===== config.mk =====
export PLATFORM = sky130hd
export DESIGN_NAME = serial_subtractor
export DESIGN_NICKNAME = d
export VERILOG_FILES = /design/src/rtl/serial_subtractor.sv
export SDC_FILE = /design/constraint.sdc
export NUM_CORES = 1
export LEC_CHECK = 0
export ABC_AREA = 1
export CORE_AREA = 2 2 52 54
export CTS_CLUSTER_DIAMETER = 150
export CTS_CLUSTER_SIZE = 30
export DETAILED_ROUTE_END_ITERATION = 10
export DIE_AREA = 0 0 54 56
export MAX_ROUTING_LAYER = met4
export PLACE_DENSITY = 0.79
export SLEW_MARGIN = 20
export SYNTH_ARGS = -nofsm -noshare
export SYNTH_HDL_FRONTEND = slang
export SYNTH_SLANG_ARGS = --single-unit

===== constraint.sdc =====
create_clock -name i_w_clk -period 1.9 [get_ports i_w_clk]
set_input_delay 0.38 -clock i_w_clk [delete_from_list [all_inputs] [get_ports i_w_clk]]
set_output_delay 0.38 -clock i_w_clk [all_outputs]
set_load 0.03 [all_outputs]

===== src/rtl/serial_subtractor.sv =====
// serial_subtractor: bit-serial LSB-first subtractor d = a - b through one borrow flip-flop.
// Define SERIAL_SUBTRACTOR_SAT_EN to clamp negative results to zero (unsigned saturating subtract).
module serial_subtractor #(
  parameter int WIDTH = 6
) (
  input  logic             i_w_clk,
  input  logic             i_w_rst_n,
  input  logic             i_w_valid,
  output logic             o_w_ready,
  input  logic [WIDTH-1:0] i_w_a,
  input  logic [WIDTH-1:0] i_w_b,
  output logic             o_w_valid,
  input  logic             i_w_ready,
  output logic [WIDTH:0]   o_w_d,
  output logic             o_w_busy
);
  localparam int CW = WIDTH > 1 ? $clog2(WIDTH) : 1;
  typedef enum logic [1:0] {IDLE, SHIFT, DONE} state_t;
  state_t state, state_nx;
  logic [WIDTH-1:0] a_q, b_q, d_q;
  logic [CW-1:0] count;
  logic br, d_bit, br_nx, last;
  assign d_bit = a_q[0] ^ b_q[0] ^ br;
  assign br_nx = (~a_q[0] & b_q[0]) | (~(a_q[0] ^ b_q[0]) & br);
  assign last  = count == CW'(WIDTH - 1);
  always_ff @(posedge i_w_clk or negedge i_w_rst_n)
    if (!i_w_rst_n) state <= IDLE;
    else state <= state_nx;
  always_comb begin
    state_nx = state;
    case (state)
      IDLE:    state_nx = i_w_valid ? SHIFT : IDLE;
      SHIFT:   state_nx = last ? DONE : SHIFT;
      DONE:    state_nx = i_w_ready ? IDLE : DONE;
      default: state_nx = IDLE;
    endcase
  end
  // Operands shift right so the current bit is always at index 0; result fills from the MSB down.
  always_ff @(posedge i_w_clk or negedge i_w_rst_n)
    if (!i_w_rst_n) begin
      a_q   <= '0;
      b_q   <= '0;
      d_q   <= '0;
      br    <= 1'b0;
      count <= '0;
    end else if (state == IDLE && i_w_valid) begin
      a_q   <= i_w_a;
      b_q   <= i_w_b;
      br    <= 1'b0;
      count <= '0;
    end else if (state == SHIFT) begin
      a_q   <= a_q >> 1;
      b_q   <= b_q >> 1;
      d_q   <= {d_bit, d_q[WIDTH-1:1]};
      br    <= br_nx;
      count <= count + 1'b1;
    end
  always_comb begin
    o_w_ready = state == IDLE;
    o_w_busy  = state == SHIFT;
    o_w_valid = state == DONE;
`ifdef SERIAL_SUBTRACTOR_SAT_EN
    o_w_d     = (state == DONE && !br) ? {br, d_q} : '0;
`else
    o_w_d     = state == DONE ? {br, d_q} : '0;
`endif
  end
endmodule


==> run_results.csv <==
group,metric,value,unit
global_routing,grt_overflow_total,0,
power,ir_drop,0.742,mV
floorplan,die-area,3020,um2
floorplan,initial_core_util,51.1,%
synth,yosysSeqAreaShare,48.3,%
global_routing,grt_pass1_vias,992,
sta,setup_viol,0,
setup_path,crit_path_max_fanout,16,
floorplan,io_pins,26,
cells_and_area,drive_gt1_share,13.7,%
clock_tree,postCtsSetupBuffers,0,
sta,max_slew_margin,72.3,%
global_routing,track_usage,17.8,%
routing,vias,1035,
power,total_power,2.07,mW
cells_and_area,syn2layout_area_growth,22.3,%
routing,drc,0,
clock_tree,cts-htree-levels,1,
job,maxCapViolCount,0,
sta,whs,0.415,ns
floorplan,die_x,54,um
clock_tree,cts.clk_slew.worst_paths,0.12,ns
setup_path,end_kind,"output port",
clock_tree,cts_resized,2,
placement,place_ws,0.276,ns
floorplan,fp-row-count,18,
setup_path,r2r-start,"state[0]$_DFF_PN0_",
global_routing,grt_max_degree,25,
clock_tree,cts_tree,"yes",
clock_tree,cts_sinks,24,
cells_and_area,n_antenna_cell,0,
setup_path,required,1.52,ns
sta,tns,0,ns
sta,rsz0062_at_grt,"no",
sta,max_slew.worst_pin.slew,0.414,ns
clock_tree,clockBufferDepth,2,
sta,fin_worst_skew,0.00373,ns
power,switching_power,0.901,mW
routing,dr.pass1.iters,4,
power,p_seq_share,42.0,%
power,switching_share,43.4,%
clock_tree,insertion_delay,0.30,ns
synth,synth_seq_cells,24,
sta,drv_slew,0,
power,p_per_area,1360,nW/um2
power,p_int,1.17,mW
setup_path,worstPathArrival,1.41,ns
cells_and_area,fin_nets,204,
synth,ys_types,17,
sta,fmax,0.559,GHz
synth,syn-cell-area,1240,um2
synth,synth_nets,174,
routing,avgRoutedWirePerCell,11.1,um
power,clockPowerShare,10.4,%
clock_tree,postCtsHoldBufs,0,
synth,yosysWarnings,0,
sta,finalCritPeriodShare,94.2,%
setup_path,startpoint,"state[1]$_DFF_PN0_",
placement,gp_congestion,0.807,
sta,fin_ws,0.110,ns
global_routing,grt_antenna_before_repair,0,
synth,avgSynthCellArea,8.02,um2
sta,period_needed,1.79,ns
placement,hpwl,1730,um
routing,routed_wl,2370,um
power,leakage,0.818,nW
floorplan,die_h,56,um
global_routing,grt_first_pass_wirelength,4080,um
routing,drt_iter0_markers,12,
hold_path,worstHoldPathType,"in -> async",
status,status,"finished, final reports clean",
placement,port_buffers,25,
clock_tree,cts-root-buf,"clkbuf_4",
clock_tree,cts_buffers,3,
setup_path,worstSetupPathType,"reg -> out",
setup_path,critPathLaunchType,"register",
routing,post_drt_via_cell_ratio,4.86,
sta,hold_viol_final,0,
power,power_frac_comb,47.6,%
synth,synth_cells,155,
floorplan,fp.coreArea,2430,um2
routing,ant_nets,0,
## sequential cells by signal (all words and copies together) (netlist names)
signal  cells
state       2
br          1
d_q         6
a_q         6
count       3
b_q         6
## cells in the final DEF (no fill, tap or decap)
master,count
dlygate4sd2_1,1
buf_4,14
clkdlybuf4s50_1,15
dfrtp_1,24
nor2_1,7
inv_4,2
fa_1,1
nor2_8,1
o21ai_0,8
or2_2,1
clkbuf_4,3
nand2_4,1
nand3_1,23
ha_1,2
inv_1,19
o21ai_4,1
o22ai_1,1
nand2_2,2
nand2_1,57
## per-stage QoR
step | area [um2] | utilization, % | instances
finish | 1520 | 62.6 | 213
global route | 1520 | 62.6 | 213
CTS | 1520 | 62.4 | 213
detailed placement | 1500 | 61.6 | 210
global placement | 1500 | 61.6 | 210
floorplan | 1240 | - | 155
## per-layer routing
metal  vias up  track usage (%)  wire, um
met4         0             3.93         0
met1       477             22.4      1070
met2        27             30.0      1170
met5         -                -         0
met3         0             2.42       121
li1        531                -         -
## area by class of cell
type | count | area, um2
Fill cell | 237 | 911
Sequential cell | 24 | 601
Multi-Input combinational cell | 105 | 513
Timing Repair Buffer | 30 | 264
Inverter | 21 | 83.8
Tap cell | 30 | 37.5
Clock buffer | 3 | 22.5
## worst max-delay path: stages (launching register included)
cell and delay (ns):
dfrtp_1 0.41, buf_4 0.17, inv_4 0.12, nand2_4 0.14, inv_4 0.11, buf_4 0.16
## power groups by stage
stage | Combinational (mW) | Clock (mW) | Sequential, mW
after global routing | 1.15 | 0.245 | 0.897
final | 0.987 | 0.216 | 0.872
after CTS | 0.996 | 0.225 | 0.869
after detailed placement | 0.989 | 0 | 0.880
after floorplan | 0.792 | 0 | 0.870
after global placement | 0.960 | 0 | 0.868
## final timing paths
check / depth (start not counted) / slack [ns] / end
worst max-delay path: 5 / 0.11 / o_w_busy
worst min-delay path: 2 / 0.42 / d_q[0]$_DFFE_PN0P_
worst max register to register: 4 / 0.66 / a_q[3]$_DFFE_PN0P_
worst min register to register: 2 / 0.49 / a_q[0]$_DFFE_PN0P_
max in group asynchronous: 2 / 1.24 / state[1]$_DFF_PN0_
min in group i_w_clk: 2 / 0.49 / a_q[0]$_DFFE_PN0P_
## cell families (layout without fill, tap and decap cells)
group                    Yosys count  after routing  synth area share, %
buffers and inverters             26             54                 10.5
AO/OA/AOI/OAI                     10             10                 5.03
adder cells (fa/ha/maj)            3              3                 3.62
flip-flops                        24             24                 48.3
AND/OR/NAND/NOR                   92             92                 32.6
## cells in the mapped netlist
master    instances  area (um2)
buf_6             4        45.0
clkbuf_1          1        3.75
dfrtp_1          24         601
fa_1              1        20.0
ha_1              2        25.0
inv_1            20        75.1
inv_4             1        6.26
nand2_1          57         214
nand2_2           2        12.5
nand2_4           1        11.3
nand3_1          23         115
nor2_1            7        26.3
nor2_8            1        20.0
o21ai_0           8        40.0
o21ai_4           1        16.3
o22ai_1           1        6.26
or2_2             1        6.26
Note: power is estimated with default switching activity, not from simulation.
